**src/rtl/axis_fifo_pkg.sv**
```systemverilog
// Shared constants, pointer-width helper and beat layout for the AXI4-Stream FIFO family.
package axis_fifo_pkg;

    localparam int AXIS_DATA_WIDTH_DEF = 64;
    localparam int AXIS_DEPTH_DEF      = 16;

    // One extra bit beyond the address lets equal addresses mean either full or empty.
    function automatic int ptr_width(input int depth);
        return $clog2(depth) + 1;
    endfunction

    typedef struct packed {
        logic [AXIS_DATA_WIDTH_DEF-1:0]   tdata;
        logic [AXIS_DATA_WIDTH_DEF/8-1:0] tkeep;
        logic                             tlast;
    } axis_beat_t;

endpackage

```
**src/rtl/axis_sync_fifo_if.sv**
```systemverilog
// AXI4-Stream beat channel; master drives the payload, slave drives tready.
interface axis_sync_fifo_if
    import axis_fifo_pkg::*;
#(
    parameter int DATA_WIDTH = AXIS_DATA_WIDTH_DEF
) ();
    localparam int KEEP_WIDTH = DATA_WIDTH / 8;

    logic                  tvalid;
    logic                  tready;
    logic [DATA_WIDTH-1:0] tdata;
    logic [KEEP_WIDTH-1:0] tkeep;
    logic                  tlast;

    modport master (output tvalid, tdata, tkeep, tlast, input tready);
    modport slave  (input tvalid, tdata, tkeep, tlast, output tready);
endinterface

```
**src/rtl/axis_fifo_ram.sv**
```systemverilog
// Register-array storage: synchronous write port, asynchronous read port.
module axis_fifo_ram #(
    parameter int WIDTH  = 73,
    parameter int DEPTH  = 16,
    localparam int ADDR_W = $clog2(DEPTH)
) (
    input  logic              clk_i,
    input  logic              we_i,
    input  logic [ADDR_W-1:0] waddr_i,
    input  logic [WIDTH-1:0]  wdata_i,
    input  logic [ADDR_W-1:0] raddr_i,
    output logic [WIDTH-1:0]  rdata_o
);
    logic [WIDTH-1:0] mem_q [DEPTH];

    // NOTE: storage has no reset; pointers alone decide which entries are meaningful.
    always_ff @(posedge clk_i) begin
        if (we_i) begin
            mem_q[waddr_i] <= wdata_i;
        end
    end

    assign rdata_o = mem_q[raddr_i];
endmodule

```
**src/rtl/axis_sync_fifo.sv**
```systemverilog
// Single-clock AXI4-Stream FIFO, first-word-fall-through, with occupancy and event flags.
// Define AXIS_SYNC_FIFO_PACKET_MODE_EN to gate output until a whole packet is stored.
module axis_sync_fifo
    import axis_fifo_pkg::*;
#(
    parameter int DATA_WIDTH  = AXIS_DATA_WIDTH_DEF,
    parameter int DEPTH       = AXIS_DEPTH_DEF,
    localparam int KEEP_WIDTH = DATA_WIDTH / 8,
    localparam int PTR_W      = ptr_width(DEPTH)
) (
    input  logic             aclk,
    input  logic             areset,
    axis_sync_fifo_if.slave  s_axis,
    axis_sync_fifo_if.master m_axis,
    output logic [PTR_W-1:0] occupancy,
    output logic             axis_overflow,
    output logic             axis_underflow
);
    localparam int ADDR_W = PTR_W - 1;
    localparam int BEAT_W = DATA_WIDTH + KEEP_WIDTH + 1;

    typedef struct packed {
        logic [DATA_WIDTH-1:0] tdata;
        logic [KEEP_WIDTH-1:0] tkeep;
        logic                  tlast;
    } beat_t;

    logic [PTR_W-1:0] wr_ptr_q, wr_ptr_d;
    logic [PTR_W-1:0] rd_ptr_q, rd_ptr_d;
    logic             overflow_q, overflow_d;
    logic             underflow_q, underflow_d;
    logic             full, empty, out_ok, wr_en, rd_en;
    beat_t            wr_beat, rd_beat;

    assign full      = (wr_ptr_q[ADDR_W] != rd_ptr_q[ADDR_W]) &&
                       (wr_ptr_q[ADDR_W-1:0] == rd_ptr_q[ADDR_W-1:0]);
    assign empty     = (wr_ptr_q == rd_ptr_q);
    assign occupancy = wr_ptr_q - rd_ptr_q;

    assign s_axis.tready = !full && !areset;
    assign wr_en         = s_axis.tvalid && s_axis.tready;
    assign m_axis.tvalid = !empty && out_ok;
    assign rd_en         = m_axis.tvalid && m_axis.tready;

    assign wr_beat = '{tdata: s_axis.tdata, tkeep: s_axis.tkeep, tlast: s_axis.tlast};

    axis_fifo_ram #(
        .WIDTH (BEAT_W),
        .DEPTH (DEPTH)
    ) u_ram (
        .clk_i   (aclk),
        .we_i    (wr_en),
        .waddr_i (wr_ptr_q[ADDR_W-1:0]),
        .wdata_i (wr_beat),
        .raddr_i (rd_ptr_q[ADDR_W-1:0]),
        .rdata_o (rd_beat)
    );

    assign m_axis.tdata = m_axis.tvalid ? rd_beat.tdata : '0;
    assign m_axis.tkeep = m_axis.tvalid ? rd_beat.tkeep : '0;
    assign m_axis.tlast = m_axis.tvalid ? rd_beat.tlast : 1'b0;

    // NOTE: every always_comb output gets a default first so no path can infer a latch.
    always_comb begin
        wr_ptr_d    = wr_ptr_q + (wr_en ? PTR_W'(1) : PTR_W'(0));
        rd_ptr_d    = rd_ptr_q + (rd_en ? PTR_W'(1) : PTR_W'(0));
        overflow_d  = s_axis.tvalid && !s_axis.tready;
        underflow_d = m_axis.tready && !m_axis.tvalid;
    end

    // NOTE: sequential state uses non-blocking assignments so all registers update together.
    always_ff @(posedge aclk) begin
        if (areset) begin
            wr_ptr_q    <= '0;
            rd_ptr_q    <= '0;
            overflow_q  <= 1'b0;
            underflow_q <= 1'b0;
        end else begin
            wr_ptr_q    <= wr_ptr_d;
            rd_ptr_q    <= rd_ptr_d;
            overflow_q  <= overflow_d;
            underflow_q <= underflow_d;
        end
    end

    assign axis_overflow  = overflow_q;
    assign axis_underflow = underflow_q;

`ifdef AXIS_SYNC_FIFO_PACKET_MODE_EN
    logic [PTR_W-1:0] pkt_cnt_q, pkt_cnt_d;
    logic             release_q, release_d;
    logic             pkt_in, pkt_out;

    assign pkt_in  = wr_en && s_axis.tlast;
    assign pkt_out = rd_en && m_axis.tlast;

    // Release lets an over-long packet stream out once it has filled the buffer.
    always_comb begin
        pkt_cnt_d = pkt_cnt_q;
        release_d = release_q;
        if (pkt_in && !pkt_out) begin
            pkt_cnt_d = pkt_cnt_q + PTR_W'(1);
        end else if (!pkt_in && pkt_out) begin
            pkt_cnt_d = pkt_cnt_q - PTR_W'(1);
        end
        if (pkt_out) begin
            release_d = 1'b0;
        end else if (full && (pkt_cnt_q == '0)) begin
            release_d = 1'b1;
        end
    end

    always_ff @(posedge aclk) begin
        if (areset) begin
            pkt_cnt_q <= '0;
            release_q <= 1'b0;
        end else begin
            pkt_cnt_q <= pkt_cnt_d;
            release_q <= release_d;
        end
    end

    assign out_ok = (pkt_cnt_q != '0) || release_q;
`else
    assign out_ok = 1'b1;
`endif
endmodule

```
**src/flat_wrapper.sv**
```systemverilog
// flat-port wrapper written by rule: the top's interface ports become plain ports
module axis_sync_fifo_flat import axis_fifo_pkg::*;
#(
    parameter int DATA_WIDTH  = AXIS_DATA_WIDTH_DEF,
    parameter int DEPTH       = AXIS_DEPTH_DEF,
    localparam int KEEP_WIDTH = DATA_WIDTH / 8,
    localparam int PTR_W      = ptr_width(DEPTH)
)
  (aclk, areset, occupancy, axis_overflow, axis_underflow, s_axis_tvalid, s_axis_tdata, s_axis_tkeep, s_axis_tlast, s_axis_tready, m_axis_tvalid, m_axis_tdata, m_axis_tkeep, m_axis_tlast, m_axis_tready);
  axis_sync_fifo_if #(.DATA_WIDTH(DATA_WIDTH)) s_axis_i ();
  axis_sync_fifo_if #(.DATA_WIDTH(DATA_WIDTH)) m_axis_i ();
  input  logic aclk;
  input  logic areset;
  output logic [PTR_W-1:0] occupancy;
  output logic axis_overflow;
  output logic axis_underflow;
  input wire logic [$bits(s_axis_i.tvalid)-1:0] s_axis_tvalid;
  input wire logic [$bits(s_axis_i.tdata)-1:0] s_axis_tdata;
  input wire logic [$bits(s_axis_i.tkeep)-1:0] s_axis_tkeep;
  input wire logic [$bits(s_axis_i.tlast)-1:0] s_axis_tlast;
  output wire logic [$bits(s_axis_i.tready)-1:0] s_axis_tready;
  output wire logic [$bits(m_axis_i.tvalid)-1:0] m_axis_tvalid;
  output wire logic [$bits(m_axis_i.tdata)-1:0] m_axis_tdata;
  output wire logic [$bits(m_axis_i.tkeep)-1:0] m_axis_tkeep;
  output wire logic [$bits(m_axis_i.tlast)-1:0] m_axis_tlast;
  input wire logic [$bits(m_axis_i.tready)-1:0] m_axis_tready;
  assign s_axis_i.tvalid = s_axis_tvalid;
  assign s_axis_i.tdata = s_axis_tdata;
  assign s_axis_i.tkeep = s_axis_tkeep;
  assign s_axis_i.tlast = s_axis_tlast;
  assign s_axis_tready = s_axis_i.tready;
  assign m_axis_tvalid = m_axis_i.tvalid;
  assign m_axis_tdata = m_axis_i.tdata;
  assign m_axis_tkeep = m_axis_i.tkeep;
  assign m_axis_tlast = m_axis_i.tlast;
  assign m_axis_i.tready = m_axis_tready;
  axis_sync_fifo #(.DATA_WIDTH(DATA_WIDTH), .DEPTH(DEPTH)) u_core (.aclk(aclk), .areset(areset), .s_axis(s_axis_i), .m_axis(m_axis_i), .occupancy(occupancy), .axis_overflow(axis_overflow), .axis_underflow(axis_underflow));
endmodule
```
**config.mk**
```make
export PLATFORM = sky130hd
export DESIGN_NAME = axis_sync_fifo_flat
export DESIGN_NICKNAME = d
export VERILOG_FILES = /design/src/rtl/axis_fifo_pkg.sv /design/src/rtl/axis_sync_fifo_if.sv /design/src/rtl/axis_fifo_ram.sv /design/src/rtl/axis_sync_fifo.sv /design/src/flat_wrapper.sv
export SDC_FILE = /design/constraint.sdc
export NUM_CORES = 1
export LEC_CHECK = 0
export CELL_PAD_IN_SITES_DETAIL_PLACEMENT = 0
export CELL_PAD_IN_SITES_GLOBAL_PLACEMENT = 2
export CORE_UTILIZATION = 53
export CTS_CLUSTER_DIAMETER = 80
export CTS_CLUSTER_SIZE = 14
export DETAILED_ROUTE_END_ITERATION = 8
export HOLD_SLACK_MARGIN = 0.06
export PLACE_DENSITY_LB_ADDON = 0.3
export SYNTH_ARGS = -nofsm -noshare
export SYNTH_HDL_FRONTEND = slang
export SYNTH_HIERARCHICAL = 1
export SYNTH_SLANG_ARGS = --single-unit
```
**constraint.sdc**
```tcl
create_clock -name aclk -period 12.5 [get_ports aclk]
set_input_delay 1.25 -clock aclk [delete_from_list [all_inputs] [get_ports aclk]]
set_output_delay 1.25 -clock aclk [all_outputs]
set_load 0.1 [all_outputs]
```
==> results of run 1 <==
-- worst paths after layout --
kind / start / endpoint / slack [ns] / cells past startpoint
setup / recovery: u_core/rd_ptr_q[1]$_SDFF_PP0_ / m_axis_tdata[62] / 5.13 / 8
hold / removal: u_core/wr_ptr_q[4]$_SDFF_PP0_ / u_core/wr_ptr_q[4]$_SDFF_PP0_ / 0.58 / 2
setup reg to reg: u_core/rd_ptr_q[0]$_SDFF_PP0_ / u_core/u_ram/mem_q[14][37]$_DFFE_PP_ / 7.80 / 8
hold reg to reg: u_core/wr_ptr_q[4]$_SDFF_PP0_ / u_core/wr_ptr_q[4]$_SDFF_PP0_ / 0.58 / 2
-- kinds of logic (layout without fill, tap and decap cells) --
family | count (synthesis) | after routing | synth area share
adders and majority gates | 9 | 9 | 0.00267
muxes | 292 | 292 | 0.146
DFF | 1180 | 1180 | 0.786
and+or+nand+nor | 199 | 199 | 0.0246
AOI/OAI and AO/OA | 149 | 149 | 0.0247
xor gates and xnor gates | 11 | 11 | 0.00214
buffers and inverters | 112 | 329 | 0.0137
other | 0 | 1 | 0
-- per-layer routing --
metal  up-vias  wire length (µm)
met4        10              2060
met2       690             49400
met3       142              6200
met1     11200             41400
li1       8585                 -
met5         -                60
-- power breakdown --
group	internal (mW)	leakage [nW]	switching (mW)
clock	1.39	1.24	1.26
sequential	4.37	10.6	0.0238
combinational	0.443	3.37	0.778
total	6.20	15.2	2.06
-- layout by cell type (no fill, tap or decap), types with 6 or more instances in the layout --
master	netlist	routed
clkbuf_16	0	97
a22oi_1	146	146
edfxtp_1	1168	1168
nand2_1	75	75
buf_4	13	47
and2_1	35	34
and2_4	40	41
nor2_1	23	10
inv_1	7	7
clkbuf_1	32	15
ha_1	8	8
xnor2_1	6	6
mux4_2	292	292
nor2_4	0	13
dfxtp_1	12	10
clkdlybuf4s50_1	0	158
-- critical path, stage by stage, from the launching register on --
cell and delay [ns]:
dfxtp_4 0.72, buf_4 0.72, buf_4 0.91, buf_4 0.96
mux4_2 0.38, a22oi_1 0.10, nand2_1 0.12, and2_4 0.14
clkdlybuf4s50_1 1.24
-- metrics by stage --
stage	worst slack [ns]	cell area, µm²	total power, mW	cells
floorplan	4.59	44900	5.44	1952
global placement	5.83	47900	5.71	3187
detailed placement	5.77	47900	5.72	3187
CTS	5.06	50400	8.34	3303
global route	4.89	50400	8.51	3304
finish	5.13	50400	8.26	3304
-- cell type report --
cell class,instances,share of cell area
clock buffers,112,0.0493
well taps,1134,0.0282
inverters,7,0.000521
flip-flops and latches,1180,0.701
clock inverters,4,0.000968
diodes,1,0.0000496
multi-input cells,660,0.181
repair buffers,206,0.0388
-- sequential cells by signal (all words and copies together), names as in the netlist --
name	cells
u_core/rd_ptr_q	5
u_core/axis_underflow	1
u_core/u_ram/mem_q	1168
u_core/wr_ptr_q	5
u_core/axis_overflow	1
==> qor.yml, run 1 <==
outcome: "finished clean"
synth_area_um2: 44900
slew_headroom: 0.234
synth_area_leader_cell: "edfxtp_1"
finalSetupViolCount: 0
utilization: 0.601
synth_common_cells: "1168 x edfxtp_1, 292 x mux4_2, 146 x a22oi_1, 75 x nand2_1, 40 x and2_4"
register_area_um2: 35300
fin_crit_ns: 7.37
netlist_top_cells_area: "edfxtp_1 78%, mux4_2 15%, a22oi_1 2.4%, and2_4 0.78%, nand2_1 0.63%"
finalWirelength_mm: 99.1
startpoint_type: "register"
hold_class: "register to register"
root_buffer: "clkbuf_16"
fmax_mhz: 136
grt-ovfl-total: 0
grtUsageMet1: 0.337
rows: 106
drc: 0
cts_hold_buf: 0
fin_setup_tns_ns: 0
synth_nets: 2038
start_util: 0.536
grt_pass1_wl_mm: 145
rsz0062_at_grt: "no"
vias_per_cell: 6.24
worst_ep_required_time_ns: 11.25
core_area_um2: 83800
worst_clock_skew_ns: 0.0196
netlist.area_leader.share: 0.780
gp_congestion: 0.724
synth_edf_count: 1168
drive_gt1_frac: 0.233
fill_cells: 5858
critPathMaxFanout: 76
h-tree-depth: 3
grt_usage: 0.236
die-area_um2: 86000
netlist_instances: 1952
grt_util_met3: 0.0357
num_vias: 20600
period_share: 0.590
multiInputGateArea_um2: 9150
async_reset_ff_frac: 0
synth_cell_type_count: 31
io_pins: 159
timing.hold.ws_ns: 0.578
nets: 2235
ys.flop_type: "edfxtp_1"
drt_iter0_drc: 1810
clkTransAtPathRegs_ns: 0.06
p_per_area_nw_per_um2: 164
drv_slew: 0
worstPathArrival_ns: 6.12
ir_drop_uv: 125
syn_avg_cell_area_um2: 23.0
leakage_nw: 15.2
clockBufferDepth: 3
dieHeight_um: 293
cts.sinks: 1180
grt_max_degree: 113
cts_buffers: 94
yosysSeqAreaShare: 0.786
post_cts_resized: 0
die_x_um: 293
ant_nets: 0
critical_path_class: "register to primary output"
finalHoldViolations: 0
cts_tree: "built"
critPathCaptureType: "primary output"
dpl.hpwl_mm: 48.3
syn2layout_area_growth_pct: 12.2
post_cts_buffers: 0
antenna_found_initial: 6
grt_pass1_vias: 21900
wire_per_inst_um: 30.0
top_usage_layer: "met2"
grt_util_met2: 0.387
yosysMostFrequentCell: "edfxtp_1"
io_buffers: 158
drv_cap: 0
drt_first_pass_iters: 5
clk_latency_ns: 0.64
yosysWarnings: 6
ys_seq_elements: 1180
worstMarginPinSlew_ns: 1.15
Power figures use the tool's default switching activity.
==> inputs of run 2 (changes only) <==
- CORE_UTILIZATION: 53 -> 44
- clock period: 12.5 -> 6.37 ns (I/O delays scaled with it)
==> run 2 against run 1 <==
Compared with the run above: register-to-register slack got worse by 6.0 ns; largest cell class unchanged; die area rose by 20%; critical path type unchanged; final area rose by 1.1%; first-iteration DRC count rose by 8.9%.
==> qor.yml, run 2 (synthesis results as in run 1) <==
post_cts_resized: 0  # unchanged
p_per_area_nw_per_um2: 320  # was 164 nW/µm²
finalSetupViolCount: 0  # unchanged
fin_crit_ns: 5.01
die_x_um: 322  # was 293 µm
clk_latency_ns: 0.65  # was 0.64 ns
dpl.hpwl_mm: 54.2  # was 48.3 mm
setup_ws_ns: 1.36  # was 5.13 ns
cts_buffers: 95  # was 94
hold_class: "register to register"  # unchanged
worst_clock_skew_ns: 0.0265  # was 0.0196 ns
slew_headroom: 0.127  # was 0.234
drive_gt1_frac: 0.237  # was 0.233
io_buffers: 158  # unchanged
root_buffer: "clkbuf_16"  # unchanged
core_area_um2: 101000  # was 83800 µm²
drt_iter0_drc: 1971  # was 1810
largest_reg_flops: 1168  # unchanged
drv_cap: 0  # unchanged
cts_hold_buf: 0  # unchanged
top_regs: "u_core/u_ram/mem_q: 1168 flops, u_core/rd_ptr_q: 5 flops, u_core/wr_ptr_q: 5 flops"  # unchanged
io_pins: 159  # unchanged
leakage_nw: 15.3  # was 15.2 nW
register_area_um2: 35300  # unchanged
switching_share: 0.254  # was 0.249
grt-ovfl-total: 0  # unchanged
ant_nets: 0  # unchanged
grt_usage: 0.201  # was 0.236
clkTransAtPathRegs_ns: 0.07  # was 0.06 ns
worstMarginPinSlew_ns: 1.31  # was 1.15 ns
p_comb_frac: 0.151  # was 0.148
outcome: "finished clean"  # unchanged
layout_common_cells: "1168 x edfxtp_1, 292 x mux4_2, 158 x clkdlybuf4s50_1, 146 x a22oi_1, 96 x clkbuf_16"  # was 1168 x edfxtp_1, 292 x mux4_2, 158 x clkdlybuf4s50_1, 146 x a22oi_1, 97 x clkbuf_16
start_util: 0.447  # was 0.536
pwr-share-seq: 0.528  # was 0.532
finalWirelength_mm: 102  # was 99.1 mm
rows: 116  # was 106
syn2layout_area_growth_pct: 13.4  # was 12.2%
critPathCaptureType: "primary output"  # unchanged
startpoint_type: "register"  # unchanged
post_cts_buffers: 0  # unchanged
finalHoldViolations: 0  # unchanged
dieHeight_um: 322  # was 293 µm
fill_cells: 7846  # was 5858
clkPwrFrac: 0.322  # was 0.320
grt_pass1_wl_mm: 150  # was 145 mm
top_register: "u_core/u_ram/mem_q"  # unchanged
pre_cts_ws_ns: 1.60  # was 5.77 ns
clockBufferDepth: 3  # unchanged
drv_slew: 0  # unchanged
period_share: 0.787
nets: 2247  # was 2235
p_int_mw: 12.2  # was 6.20 mW
h-tree-depth: 3  # unchanged
antenna_found_initial: 8  # was 6
layout_commonest_cell: "edfxtp_1"  # unchanged
gp_congestion: 0.716  # was 0.724
critPathMaxFanout: 119  # was 76
vias_per_cell: 5.82  # was 6.24
critical_path_class: "register to primary output"  # unchanged
rsz0062_at_grt: "no"  # unchanged
num_vias: 20600  # about the same
wire_per_inst_um: 28.9  # was 30.0 µm
fmax_mhz: 199
utilization: 0.507  # was 0.601
worstPathArrival_ns: 4.38  # was 6.12 ns
worst_ep_required_time_ns: 5.73  # was 11.25 ns
grt_pass1_vias: 21900  # about the same
drc: 0  # unchanged
cts_tree: "built"  # unchanged
die-area_um2: 103000  # was 86000 µm²
cts.sinks: 1180  # unchanged
multiInputGateArea_um2: 9150  # about the same
drt_first_pass_iters: 5  # unchanged
p_sw_mw: 4.15  # was 2.06 mW
grt_max_degree: 120  # was 113
ir_drop_uv: 267  # was 125 µV
==> run 2: final timing paths <==
kind                                  from                                   to  slack [ns]  cells past startpoint
max          u_core/rd_ptr_q[1]$_SDFF_PP0_                      m_axis_tdata[0]        1.36                      6
min reg2reg  u_core/rd_ptr_q[4]$_SDFF_PP0_        u_core/rd_ptr_q[4]$_SDFF_PP0_        0.58                      2
max reg2reg  u_core/rd_ptr_q[1]$_SDFF_PP0_  u_core/u_ram/mem_q[1][40]$_DFFE_PP_        1.77                      8
min          u_core/rd_ptr_q[4]$_SDFF_PP0_        u_core/rd_ptr_q[4]$_SDFF_PP0_        0.58                      2
==> run 2: worst max-delay path, cell delays in order, from the launching register on <==
cell and delay [ns]:
dfxtp_4 0.82, buf_12 0.66, mux4_2 0.40, a22oi_1 0.51
nand2_1 0.10, and2_1 0.16, clkdlybuf4s50_1 0.97
==> run 2: layout make-up <==
class | count | share of cell area
Antenna cell | 5 | 0.000246
Sequential cell | 1180 | 0.693
Tap cell | 1357 | 0.0333
Clock inverter | 6 | 0.00147
Multi-Input combinational cell | 660 | 0.180
Inverter | 7 | 0.000516
Clock buffer | 114 | 0.0485
Timing Repair Buffer | 217 | 0.0432
==> run 2: power by group through the flow <==
| stage | clock [mW] | combinational [mW] | sequential (mW) |
|---|---|---|---|
| after CTS | 5.37 | 2.51 | 8.62 |
| after global routing | 5.63 | 2.59 | 8.62 |
| after detailed placement | 0 | 2.50 | 8.79 |
| after global placement | 0 | 2.49 | 8.79 |
| final | 5.25 | 2.46 | 8.62 |
| after floorplan | 0 | 1.92 | 8.76 |
==> run 2: metal layers <==
metal,up-vias,GRT usage,wire length (µm)
li1,8628,-,-
met1,11200,0.278,42800
met2,636,0.336,51900
met3,133,0.0312,5440
met4,6,0.0516,2220
met5,-,0,39
==> run 2: per-stage QoR <==
| step | TNS, ns | instances | hold slack [ns] | instance area [µm²] | total power [mW] |
|---|---|---|---|---|---|
| 2_1_floorplan | -161.76 | 1952 | 0.538 | 44900 | 10.7 |
| 3_3_place_gp | 0 | 3421 | 0.561 | 48400 | 11.3 |
| 3_5_place_dp | 0 | 3421 | 0.565 | 48400 | 11.3 |
| 4_1_cts | 0 | 3541 | 0.556 | 50900 | 16.5 |
| 5_1_grt | 0 | 3543 | 0.584 | 50900 | 16.8 |
| 6_report | 0 | 3546 | 0.583 | 51000 | 16.3 |
==> inputs of run 3 (changes only) <==
- CORE_UTILIZATION: 44 -> 49
- clock period: 6.37 -> 5.14 ns (I/O delays scaled with it)
==> run 3 against run 2 <==
Compared with the run above: clock power rose by 22%; clock-buffer cell count decreased by 7; critical path type unchanged; critical path depth did not move; highest routed layer unchanged; worst hold slack lost 0.12 ns; total power up 23%; global-route usage increased by 0.86 points; final cell count down 5.7%; non-clock buffer count shrank 11; sequential power increased by 24%.
==> qor.yml, run 3 (synthesis results as in run 1) <==
core_area_um2: 90400  # was 101000 µm²
cts.sinks: 1180  # unchanged
critical_path_class: "register to primary output"  # unchanged
die-area_um2: 92900  # was 103000 µm²
fmax_mhz: 229
period_share: 0.851
drt_first_pass_iters: 4  # was 5
hold_class: "input pin to register"  # was register to register
layout_commonest_cell: "edfxtp_1"  # unchanged
grt_max_degree: 147  # was 120
h-tree-depth: 3  # unchanged
layout_common_cells: "1168 x edfxtp_1, 292 x mux4_2, 146 x a22oi_1, 96 x clkbuf_16, 96 x buf_4"  # was 1168 x edfxtp_1, 292 x mux4_2, 158 x clkdlybuf4s50_1, 146 x a22oi_1, 96 x clkbuf_16
drive_gt1_frac: 0.266  # was 0.237
worst_ep_required_time_ns: 4.63  # was 5.73 ns
gp_congestion: 0.730  # was 0.716
drv_slew: 0  # unchanged
nets: 2235  # was 2247
rsz0062_at_grt: "no"  # unchanged
dpl_cell_area_um2: 48000  # was 48400 µm²
p_per_area_nw_per_um2: 397  # was 320 nW/µm²
finish.instance_area_um2: 50500  # was 51000 µm²
largest_reg_flops: 1168  # unchanged
grt_pass1_wl_mm: 143  # was 150 mm
finalSetupViolCount: 0  # unchanged
ant_nets: 0  # unchanged
worstPathArrival_ns: 3.86  # was 4.38 ns
setup_ws_ns: 0.766  # was 1.36 ns
drc: 0  # unchanged
finalWirelength_mm: 96.1  # was 102 mm
worstMarginPinSlew_ns: 1.07  # was 1.31 ns
io_buffers: 158  # unchanged
antenna_found_initial: 10  # was 8
clk_latency_ns: 0.66  # was 0.65 ns
die_x_um: 305  # was 322 µm
slew_headroom: 0.285  # was 0.127
vias_per_cell: 6.06  # was 5.82
clkTransAtPathRegs_ns: 0.07  # about the same
cts_tree: "built"  # unchanged
pre_cts_ws_ns: 1.20  # was 1.60 ns
top_register: "u_core/u_ram/mem_q"  # unchanged
finalHoldViolations: 0  # unchanged
ir_drop_uv: 300  # was 267 µV
outcome: "finished clean"  # unchanged
num_vias: 20300  # was 20600
drt_iter0_drc: 1733  # was 1971
cts_hold_buf: 0  # unchanged
cts_buffers: 94  # was 95
dpl.hpwl_mm: 48.8  # was 54.2 mm
leakage_nw: 15.4  # was 15.3 nW
startpoint_type: "register"  # unchanged
start_util: 0.497  # was 0.447
clockBufferDepth: 3  # unchanged
drv_cap: 0  # unchanged
critPathCaptureType: "primary output"  # unchanged
fin_crit_ns: 4.37
top_regs: "u_core/u_ram/mem_q: 1168 flops, u_core/rd_ptr_q: 5 flops, u_core/wr_ptr_q: 5 flops"  # unchanged
root_buffer: "clkbuf_16"  # unchanged
post_cts_resized: 0  # unchanged
grt_pass1_vias: 21600  # was 21900
worst_clock_skew_ns: 0.0252  # was 0.0265 ns
critPathMaxFanout: 16  # was 119
dieHeight_um: 305  # was 322 µm
grt_usage: 0.210  # was 0.201
grt-ovfl-total: 0  # unchanged
post_cts_buffers: 0  # unchanged
io_pins: 159  # unchanged
syn2layout_area_growth_pct: 12.4  # was 13.4%
wire_per_inst_um: 28.7  # was 28.9 µm
rows: 110  # was 116
-- run 3: cell count changes in the layout (fill, tap and decap cells not counted), moves of 2 or more --
cell / previous run / this run
clkbuf_1: 18 / 11
inv_6: 2 / 4
clkdlybuf4s50_1: 158 / 88
buf_12: 14 / 22
buf_4: 45 / 96
-- run 3: metrics by stage --
step | instances | power (mW) | setup TNS (ns) | utilization | hold WS, ns
2_1_floorplan | 1952 | 13.2 | -436.73 | - | 0.538
3_3_place_gp | 3229 | 13.9 | 0 | 0.531 | 0.559
3_5_place_dp | 3229 | 13.9 | 0 | 0.531 | 0.572
4_1_cts | 3341 | 20.3 | 0 | 0.559 | 0.440
5_1_grt | 3344 | 20.7 | 0 | 0.559 | 0.463
6_report | 3345 | 20.1 | 0 | 0.559 | 0.467
-- run 3: final cells by class --
cell class | count | area (µm²)
timing repair buffer | 206 | 2040
clock buffer | 107 | 2440
inverter | 7 | 26.3
sequential | 1180 | 35300
multi-input combinational | 660 | 9150
antenna | 4 | 10.0
clock inverter | 5 | 51.3
fill | 6625 | 39900
tap | 1176 | 1470
-- run 3: routing by layer --
layer / vias up / wire length (µm) / global-route usage
met5: - / 60 / 0
met4: 8 / 1900 / 0.0507
met3: 130 / 4520 / 0.0332
met2: 517 / 49900 / 0.362
met1: 11000 / 39600 / 0.282
li1: 8589 / - / -
-- run 3: power breakdown --
part	internal (mW)	leakage, nW	switching, mW	total [mW]
registers	10.6	10.6	0.0457	10.7
clock network	3.33	1.22	3.08	6.41
logic	1.05	3.54	1.93	2.98
total	15.0	15.4	5.06	20.1
-- run 3: critical path, stage by stage (launching register included) --
cell and delay, ns:
dfxtp_1 0.55, nor2b_4 0.67, buf_4 0.37, a22oi_1 0.13
nand2_1 0.19, and2_4 0.17, clkdlybuf4s50_1 1.12
-- run 3: final timing paths --
path / end / cells after the start / start / slack, ns
max: m_axis_tdata[53] / 6 / u_core/rd_ptr_q[3]$_SDFF_PP0_ / 0.77
min: u_core/axis_underflow$_SDFF_PP0_ / 2 / m_axis_tready / 0.47
max reg2reg: u_core/u_ram/mem_q[1][42]$_DFFE_PP_ / 7 / u_core/rd_ptr_q[0]$_SDFF_PP0_ / 1.31
min reg2reg: u_core/wr_ptr_q[4]$_SDFF_PP0_ / 2 / u_core/wr_ptr_q[4]$_SDFF_PP0_ / 0.59
